==> src/rtl/mult_seq.sv <==
// Multi-cycle WIDTH x WIDTH multiplier: one WIDTH x DIGIT partial product per cycle, with
// valid/ready handshakes on input and output. Define MULT_SEQ_SIGNED_EN to add the sgn port.
module mult_seq #(
  parameter int unsigned WIDTH = 16,
  parameter int unsigned DIGIT = 8
) (
  input  logic               clk,
  input  logic               rst,
  input  logic               in_valid,
  output logic               in_ready,
  input  logic [WIDTH-1:0]   a,
  input  logic [WIDTH-1:0]   b,
`ifdef MULT_SEQ_SIGNED_EN
  input  logic               sgn,
`endif
  output logic               out_valid,
  input  logic               out_ready,
  output logic [2*WIDTH-1:0] p
);

  localparam int unsigned N  = WIDTH / DIGIT;
  localparam int unsigned KW = (N > 1) ? $clog2(N) : 1;
  localparam logic [KW-1:0] LastK = KW'(N - 1);

  localparam logic [1:0] StIdle = 2'd0;
  localparam logic [1:0] StCalc = 2'd1;
  localparam logic [1:0] StDone = 2'd2;

  logic [1:0]         state_q, state_d;
  logic [WIDTH-1:0]   a_q, a_d;
  logic [WIDTH-1:0]   b_q, b_d;
  logic [2*WIDTH-1:0] acc_q, acc_d;
  logic [2*WIDTH-1:0] p_q, p_d;
  logic [KW-1:0]      k_q, k_d;
  logic               neg_q, neg_d;

  logic [WIDTH-1:0]   a_mag, b_mag;
  logic               neg_in;
  logic [31:0]        shamt;
  logic [WIDTH-1:0]   b_shift;
  logic [DIGIT-1:0]   b_digit;
  logic [2*WIDTH-1:0] pp;
  logic [2*WIDTH-1:0] sum;

  // The core always works on magnitudes; the sign is reapplied when the product is loaded.
`ifdef MULT_SEQ_SIGNED_EN
  assign a_mag  = (sgn && a[WIDTH-1]) ? -a : a;
  assign b_mag  = (sgn && b[WIDTH-1]) ? -b : b;
  assign neg_in = sgn & (a[WIDTH-1] ^ b[WIDTH-1]);
`else
  assign a_mag  = a;
  assign b_mag  = b;
  assign neg_in = 1'b0;
`endif

  always_comb begin
    shamt   = 32'(k_q) * DIGIT;
    b_shift = b_q >> shamt;
    b_digit = b_shift[DIGIT-1:0];
    pp      = ({{WIDTH{1'b0}}, a_q} * {{(2*WIDTH-DIGIT){1'b0}}, b_digit}) << shamt;
    sum     = acc_q + pp;
  end

  always_comb begin
    state_d = state_q;
    a_d     = a_q;
    b_d     = b_q;
    acc_d   = acc_q;
    p_d     = p_q;
    k_d     = k_q;
    neg_d   = neg_q;
    case (state_q)
      StIdle: begin
        if (in_valid) begin
          a_d     = a_mag;
          b_d     = b_mag;
          neg_d   = neg_in;
          acc_d   = '0;
          k_d     = '0;
          state_d = StCalc;
        end
      end
      StCalc: begin
        acc_d = sum;
        k_d   = k_q + KW'(1);
        if (k_q == LastK) begin
          p_d     = neg_q ? -sum : sum;
          state_d = StDone;
        end
      end
      StDone: begin
        if (out_ready) state_d = StIdle;
      end
      default: state_d = StIdle;
    endcase
  end

  always_ff @(posedge clk) begin
    if (rst) begin
      state_q <= StIdle;
      a_q     <= '0;
      b_q     <= '0;
      acc_q   <= '0;
      p_q     <= '0;
      k_q     <= '0;
      neg_q   <= 1'b0;
    end else begin
      state_q <= state_d;
      a_q     <= a_d;
      b_q     <= b_d;
      acc_q   <= acc_d;
      p_q     <= p_d;
      k_q     <= k_d;
      neg_q   <= neg_d;
    end
  end

  // in_ready is held low during the reset cycle itself.
  assign in_ready  = (state_q == StIdle) && !rst;
  assign out_valid = (state_q == StDone);
  assign p         = p_q;

endmodule
==> config.mk <==
export PLATFORM = sky130hd
export DESIGN_NAME = mult_seq
export DESIGN_NICKNAME = d
export VERILOG_FILES = /design/src/rtl/mult_seq.sv
export SDC_FILE = /design/constraint.sdc
export NUM_CORES = 1
export LEC_CHECK = 0
export BUFFER_PORTS_ARGS = -buffer_cell sky130_fd_sc_hd__clkbuf_2
export CAP_MARGIN = 20
export CORE_MARGIN = 3
export CORE_UTILIZATION = 51
export CTS_BUF_LIST = sky130_fd_sc_hd__clkbuf_8
export DETAILED_ROUTE_END_ITERATION = 8
export GPL_ROUTABILITY_DRIVEN = 0
export PLACE_DENSITY_LB_ADDON = 0.08
export REMOVE_ABC_BUFFERS = 1
export SLEW_MARGIN = 30
export SYNTH_ARGS = -nofsm -noshare
export SYNTH_HDL_FRONTEND = slang
export SYNTH_SLANG_ARGS = --single-unit
==> constraint.sdc <==
create_clock -name clk -period 13.1 [get_ports clk]
set_input_delay 1.965 -clock clk [delete_from_list [all_inputs] [get_ports clk]]
set_output_delay 1.965 -clock clk [all_outputs]
set_load 0.01 [all_outputs]
# Word level (Yosys, flattened, before mapping)
# Index checks and enable logic that the tools add are counted.
# word_totals
mem_bits_rw	0
latch_bits	0
memories	0
romBits	0
word_cells	32
reg_bits	99
output_inout_bits	34
# classes
shifts	2
addsub	2
bitwise	0
n_mux	8
eq_ne	5
mul	1
n_lt_le_gt_ge	0
n_reduce_logical	8
n_div	0
# ops
op	count
$pmux 32 s2	1
$add 32x32->32	1
$mux 32	1
$shl 24x4->32	1
$mul 16x8->24	1
$shr 16x4->8	1
$mux 2	3
$pmux 2 s3	1
$reduce_and 2->1	3
$ne 2x2->1 const B	2
$reduce_and 3->1	1
$eq 2x1->1 const B	1
$eq 2x2->1 const B	1
$logic_not 2->1	1
$ne 2x1->1 const B	1
$pmux 1 s2	1
$reduce_bool 2->1	1
$add 1x1->1 const B	1
$logic_and 1x1->1	1
$logic_not 1->1	1
$mux 1	1

# Depth between registers and ports, before layout
# Gate-level depths: netlist (run 1).
# logic_depth
word_depth	5
ltp_mapped	33

# Least setup slack after synthesis (run 1)
# Ideal clock, no wire load.
# synth_timing
kind	register -> register
startpoint	register k_q
endpoint	register p_q[31], in the netlist p[31]
required_time_ns	13.021
setup_slack_ns	5.651
t_arrival_ns	7.370
path_stages_with_launch	33
cell_sequence	dfxtp_1 clkbuf_1 mux2i_1 clkbuf_1 nand2b_1 fa_1 fa_1 inv_1 fa_1 inv_1 fa_1 inv_1 ha_1 o21ai_0 nand2b_1 a21oi_1 o31a_1 a31oi_1 a21o_1 a21oi_1 xor2_1 mux2i_1 ha_1 buf_2 nand2_1 o21ai_0 nand2b_1 a211oi_2 or2_4 o311a_1 a311oi_1 xnor2_1 a211oi_2
# synth_between
elab_chain_cells	4
elab_cells_between_ends	5
# synth_rtl
item	line_no	text
start: declaration	34	logic [KW-1:0] k_q, k_d;
start signal: assignment	113	k_q <= k_d;
$shr 16x4->8	58	b_shift = b_q >> shamt;
$mul 16x8->24	60	pp = ({{WIDTH{1'b0}}, a_q} * {{(2*WIDTH-DIGIT){1'b0}}, b_digit}) << shamt;
$shl 24x4->32	60	
$add 32x32->32	61	sum = acc_q + pp;
end signal: assignment	112	p_q <= p_d;
end: declaration	33	logic [2*WIDTH-1:0] p_q, p_d;
# Parallel ways exist; a longest one is shown, timed or not.
# A chain may end at the register's enable or synchronous reset.

# Final worst setup path (run 1)
# layout_timing
startpoint	register k_q
endpoint	register acc_q[28]
# layout_between
elab_chain_cells	5
# layout_rtl
item	line_no	text
$shr 16x4->8	58	
$mul 16x8->24	60	
$shl 24x4->32 *	60	
$add 32x32->32 *	61	
$pmux 32 s2 *	72	case (state_q)
end signal: assignment	103	acc_q <= '0;
end signal: assignment	111	acc_q <= acc_d;
end: declaration	32	logic [2*WIDTH-1:0] acc_q, acc_d;
# Mark *: on every way between the ends. The rest lies on a longest branch, timed or not.

==> results of run 1 <==
==> area by class of cell <==
cell class,count,area [um2],share of cell area [%]
Tap cell,229,287,2.81
Clock buffer,11,151,1.49
Inverter,113,424,4.17
Sequential cell,99,1980,19.5
Timing Repair Buffer,84,460,4.52
Clock inverter,5,42.5,0.418
Multi-Input combinational cell,895,6830,67.1
==> flip-flops by register name (all words and copies together), names as in the netlist <==
signal / count
a_q: 16
acc_q: 32
b_q: 16
k_q: 1
p: 32
state_q: 2
==> kinds of logic (layout without fill, tap and decap cells) <==
logic type,after synthesis,count (layout),synth area share [%]
DFF,99,99,21.1
AOI/OAI and AO/OA,248,248,16.4
muxes,15,15,1.66
adders and majority gates,160,160,28.1
and+or+nand+nor,425,425,22.0
buffers and inverters,161,213,6.46
xor gates and xnor gates,47,47,4.37
==> power by group <==
group / total, uW / internal, uW / switching (uW) / leakage, uW
sequential: 326 / 312 / 13.8 / 0.000803
clock: 206 / 82.5 / 123 / 0.000102
combinational: 191 / 70.2 / 120 / 0.00382
total: 722 / 465 / 258 / 0.00472
==> synth_stat cells, drive strengths merged (2+ instances only) <==
cell / instances
nand2: 170
a21oi: 114
inv: 113
nor2b: 104
dfxtp: 99
fa: 85
ha: 75
nor2: 54
clkbuf: 39
o21ai: 32
xnor2: 28
nand2b: 27
nand3: 22
a21o: 21
xor2: 19
and2: 18
a22o: 14
a211oi: 13
nor3: 13
mux2i: 10
o21a: 10
o21bai: 10
a31oi: 9
buf: 9
o31ai: 6
and3: 5
mux2: 5
nor3b: 3
o211ai: 3
o31a: 3
or3: 3
a2bb2oi: 2
a311oi: 2
nand4: 2
o41ai: 2
==> per-stage QoR <==
stage          power [uW]  util [%]  instance area, um2  worst slack, ns  cells
6_report              722      56.5               10200             5.34   1436
5_1_grt               766      56.5               10200             4.90   1436
4_1_cts               731      56.5               10200             5.38   1436
3_5_place_dp          522      55.4                9990             5.43   1420
3_3_place_gp          520      55.4                9980             5.56   1420
2_1_floorplan         456         -                9230             5.22   1107
==> path summary, 6_finish.rpt <==
kind | slack [ns] | cells past startpoint | endpoint
setup reg to reg | 5.34 | 27 | acc_q[28]
hold reg to reg | 0.46 | 2 | p[17]
hold / removal | 0.46 | 2 | p[17]
setup / recovery | 5.34 | 27 | acc_q[28]
==> worst min-delay path, delay by kind of cell, from the launching register on <==
kind             cells  cell delay, ns
flip-flops           1            0.32
AND/OR/NAND/NOR      1            0.05
AO/OA/AOI/OAI        1            0.05
==> routing by layer <==
| metal | global-route usage (%) | routed length (um) | vias up |
|---|---|---|---|
| met5 | 0 | 0 | - |
| met4 | 6.72 | 498 | 0 |
| met3 | 4.65 | 1290 | 40 |
| met2 | 37.7 | 10400 | 189 |
| met1 | 33.0 | 10700 | 3715 |
| li1 | - | - | 3891 |
==> impl_metrics.csv, run 1 <==
group,metric,value,unit
yosys,synth_area,0.00941,mm2
clocking,clock_path_buffers,2,
critical_path,critPathSlowestCell,"a211oi_1",
critical_path,cp.arrival,8.05,ns
yosys,synth_seq_area_share,21.1,%
routing,drc,0,
sta,holdWs,0.457,ns
power,irDropWorstVdd,0.0000553,V
yosys,yosysWarnings,0,
place,port_buffers,69,
yosys,synth_top_cells_by_area,"dfxtp_1, fa_1, ha_1, nor2b_1, nand2_1",
sta,skew,0.0144,ns
critical_path,cp.buffers_inverters,4,
final_layout,area_growth,8.19,%
critical_path,cp.required,13.39,ns
floorplanning,ios,70,
global_routing,antenna_found_initial,0,
power,power.leakage,0.00472,uW
routing,routedWlPerCell,15.9,um
run,drv_cap,0,
sta,worstMarginPinSlew,0.861,ns
worst_hold_path,hold_class,"register to register",
critical_path,worst_path_dominant_cell_family,"adder cells",
clocking,clock_latency,0.39,ns
routing,vias_per_cell,5.46,
floorplanning,die_h,142,um
final_layout,mostFrequentLayoutCell,"nand2_1",
final_layout,drive_above_1_share,9.78,%
yosys,yosys_register_bits,99,
floorplanning,initial_utilization,52.2,%
clocking,root_buffer,"clkbuf_8",
final_layout,diodes,0,
sta,finalSetupTns,0,ns
final_layout,final_nets,1398,
yosys,synth_flop_cell,"dfxtp_1",
routing,routed_wl,22.8,mm
clocking,cts.hold.buffers_added,0,
clocking,numCtsBuffers,9,
clocking,htreeDepth,3,
global_routing,first_global_vias,7797,
clocking,cts_setup_buffers,0,
sta,slew_viol_final,0,
critical_path,r2r_start,"k_q",
critical_path,endpoint_kind,"register",
global_routing,grt_overflow_total,0,
routing,drtPass1Iterations,5,
critical_path,worst_setup_path_startpoint,"k_q",
critical_path,worstSetupPathType,"register to register",
sta,finalHoldViolCount,0,
routing,postRouteAntennaNets,0,
floorplanning,die_x,142,um
critical_path,cp_common_cell,"fa_1",
sta,setup_viol,0,
yosys,synth_area_leader_cell,"dfxtp_1",
clocking,cts_sinks,99,
yosys,synth-edff-count,0,
final_layout,n_fill_cell,1769,
floorplanning,fp-row-count,49,
global_routing,grt_pass1_wl,38.7,mm
critical_path,start_kind,"register",
yosys,synth.top_cell.area_share,21.1,%
critical_path,path_max_fanout,16,
place,dp_hpwl,17.4,mm
sta,fmax,129,MHz
clocking,clkSlewWorstSetupHoldPaths,0.10,ns
yosys,syn_area_per_cell,8.15,um2
yosys,synthArstFlopShare,0,%
global_routing,grtUsageTotal,23.7,%
sta,relSlewSlack,42.5,%
routing,drt_iter0_markers,385,
power,pwr_density_cell,70.9,mW/mm2
routing,vias,7835,
sta,fin_crit_sh,59.2,%
yosys,synth.distinct_cells,53,
critical_path,slowest_delay,0.64,ns
final_layout,layout_common_cells,"nand2_1, a21oi_1, inv_1",
clocking,cts_resized,0,
sta,rsz0062_at_grt,"false",
yosys,synthCells,1155,
sta,period_needed,7.76,ns
worst_hold_path,min_from,"p[17]",
run_status,status,"completed",
global_routing,grt_max_degree,51,
floorplanning,dieArea,0.0201,mm2
floorplanning,core-area,0.0180,mm2
clocking,cts_tree,"done",
(Power assumes the default switching activity.)
==> inputs of run 2 (changes only) <==
Settings changed: ABC_AREA set to 1.
Clock period 13.1 ns to 7.7 ns, I/O delays scaled along.
==> impl_metrics.csv, run 2 <==
group,metric,value,unit
floorplanning,fp-row-count,49,
yosys,synthCells,1372,
floorplanning,core-area,0.0183,mm2
yosys,yosysWarnings,0,
global_routing,antenna_found_initial,0,
critical_path,cp.buffers_inverters,6,
final_layout,final_nets,1617,
power,irDropWorstVdd,0.000113,V
floorplanning,initial_utilization,52.7,%
critical_path,r2r.worst_path.cells,33,
yosys,synth_area,0.00964,mm2
yosys,synth_most_common_cell,"nand2_1",
clocking,root_buffer,"clkbuf_8",
yosys,yosys_register_bits,99,
critical_path,critPathSlowestCell,"fa_1",
final_layout,area_growth,7.67,%
clocking,cts_setup_buffers,0,
sta,worstMarginPinSlew,0.757,ns
global_routing,grt_overflow_total,0,
critical_path,path_depth,33,
clocking,cts_tree,"done",
critical_path,cp_common_cell,"nand2_1",
worst_hold_path,hold_path_depth,2,
yosys,synth_seq_area_share,20.6,%
global_routing,grt_pass1_wl,41.1,mm
clocking,clock_latency,0.41,ns
routing,vias,8599,
sta,rsz0062_at_grt,"false",
routing,routedWlPerCell,14.8,um
clocking,cts.hold.buffers_added,0,
yosys,synth_commonest_cells,"nand2_1, nor2_1, inv_1",
sta,finalSetupTns,0,ns
critical_path,reg2reg_setup_slack,0.72,ns
global_routing,grt_util_met3,3.06,%
clocking,numCtsBuffers,9,
yosys,synth_area_leader_cell,"dfxtp_1",
floorplanning,die_h,143,um
sta,finalHoldViolCount,0,
yosys,synth.top_cell.area_share,20.6,%
run,drv_cap,0,
routing,postRouteAntennaNets,0,
critical_path,r2r_start,"k_q",
floorplanning,dieArea,0.0206,mm2
sta,slew_viol_final,0,
routing,drc,0,
place,place_inst,1639,
sta,relSlewSlack,49.5,%
global_routing,first_global_vias,8504,
run_status,status,"completed",
critical_path,cp.arrival,7.29,ns
floorplanning,die_x,143,um
yosys,syn_area_per_cell,7.02,um2
critical_path,r2r_end,"p[31]",
clocking,cts_resized,0,
clocking,htreeDepth,3,
final_layout,drive_above_1_share,9.33,%
final_layout,layout_common_cells,"nand2_1, nor2_1, inv_1",
final_layout,fin_cells,1655,
routing,routed_wl,24.4,mm
yosys,synth-edff-count,0,
routing,drt_iter0_markers,455,
critical_path,start_kind,"register",
sta,setup_viol,0,
yosys,synthArstFlopShare,0,%
clocking,clkSlewWorstSetupHoldPaths,0.12,ns
place,port_buffers,69,
sta,holdWs,0.472,ns
global_routing,grtUsageTotal,24.8,%
power,pwr_density_cell,185,mW/mm2
power,power.leakage,0.00527,uW
clocking,cts_sinks,99,
critical_path,worst_setup_path_startpoint,"k_q",
clocking,clock_path_buffers,2,
yosys,synth.distinct_cells,42,
critical_path,worst_path_dominant_cell_family,"adder cells",
place,dp_hpwl,19.3,mm
critical_path,cp.required,8.01,ns
routing,drtPass1Iterations,7,
final_layout,diodes,0,
global_routing,grt_busiest_layer,"met2",
worst_hold_path,hold_class,"register to register",
floorplanning,ios,70,
yosys,synth_flop_cell,"dfxtp_1",
global_routing,grt_use_met2,41.3,%
sta,fmax,143,MHz
global_routing,use_met1,34.0,%
global_routing,grt_max_degree,54,
yosys,synth_top_cells_by_area,"dfxtp_1, fa_1, nand2_1, ha_1, nor2_1",
sta,skew,0.0198,ns
sta,period_needed,6.98,ns
critical_path,path_max_fanout,11,
sta,fin_crit_sh,90.6,%
critical_path,slowest_delay,0.56,ns
final_layout,mostFrequentLayoutCell,"nand2_1",
routing,vias_per_cell,5.20,
critical_path,crit_path_end,"p[31]",
critical_path,worstSetupPathType,"register to register",
critical_path,endpoint_kind,"register",
## run 2: changes by cell type after synthesis, sizes merged, moves of 14 or more
cell,delta
inv,+92
nand2,+103
nor2b,-104
nand3,+22
xnor2,-15
nand2b,-27
a22o,-14
a21oi,+16
a21o,-16
nor2,+157
and2,-17
o21ai,+56
## run 2: cells by family after synthesis
| family | count (synthesis) | share of synthesized area, % |
|---|---|---|
| simple gates | 563 | 23.9 |
| buf+inv | 257 | 10.2 |
| compound gates | 254 | 14.4 |
| fa+ha+maj | 160 | 27.4 |
| flops | 99 | 20.6 |
| xor+xnor | 38 | 3.45 |
| mux | 1 | 0.104 |
## run 2: metrics by stage
stage               worst slack (ns)  power, uW  utilization [%]  instance area [um2]
floorplan                      0.300       1300                -                 9450
global placement               0.882       1570             55.8                10200
detailed placement             0.793       1570             55.8                10200
CTS                            0.756       1930             56.8                10400
global route                   0.222       2090             56.8                10400
finish                         0.722       1920             56.8                10400
## run 2: layout make-up
| type | count | area [um2] |
|---|---|---|
| fill | 1801 | 7890 |
| multi-input combinational | 1016 | 6670 |
| sequential | 99 | 1980 |
| inverter | 212 | 796 |
| timing repair buffer | 83 | 450 |
| tap | 229 | 287 |
| clock buffer | 9 | 124 |
| clock inverter | 7 | 65.1 |
## run 2: tightest hold or removal path: cells and delay by family (launching register included)
kind / cells / cell delay (ns)
flops: 1 / 0.33
simple gates: 1 / 0.06
compound gates: 1 / 0.05
## run 2: worst min path at each step
stage | from | slack (ns) | endpoint
4_1_cts | p[1] | 0.47 | p[1]
3_5_place_dp | p[1] | 0.46 | p[1]
3_3_place_gp | p[2] | 0.45 | p[2]
2_1_floorplan | acc_q[0] | 0.44 | acc_q[0]
6_report | p[1] | 0.47 | p[1]
5_1_grt | p[3] | 0.49 | p[3]
## run 2: layer usage
metal  wire (um)  share of wire, %  vias up
met4         593               2.4        0
met5           0                 0        -
met1       11600                48     3964
met3         829               3.4       42
met2       11400                47      178
li1            -                 -     4415
## run 2: where the power goes
part / switching [uW] / internal [uW] / total [uW]
Sequential: 25.2 / 550 / 575
Combinational: 660 / 338 / 998
Clock: 223 / 124 / 347
Total: 908 / 1010 / 1920
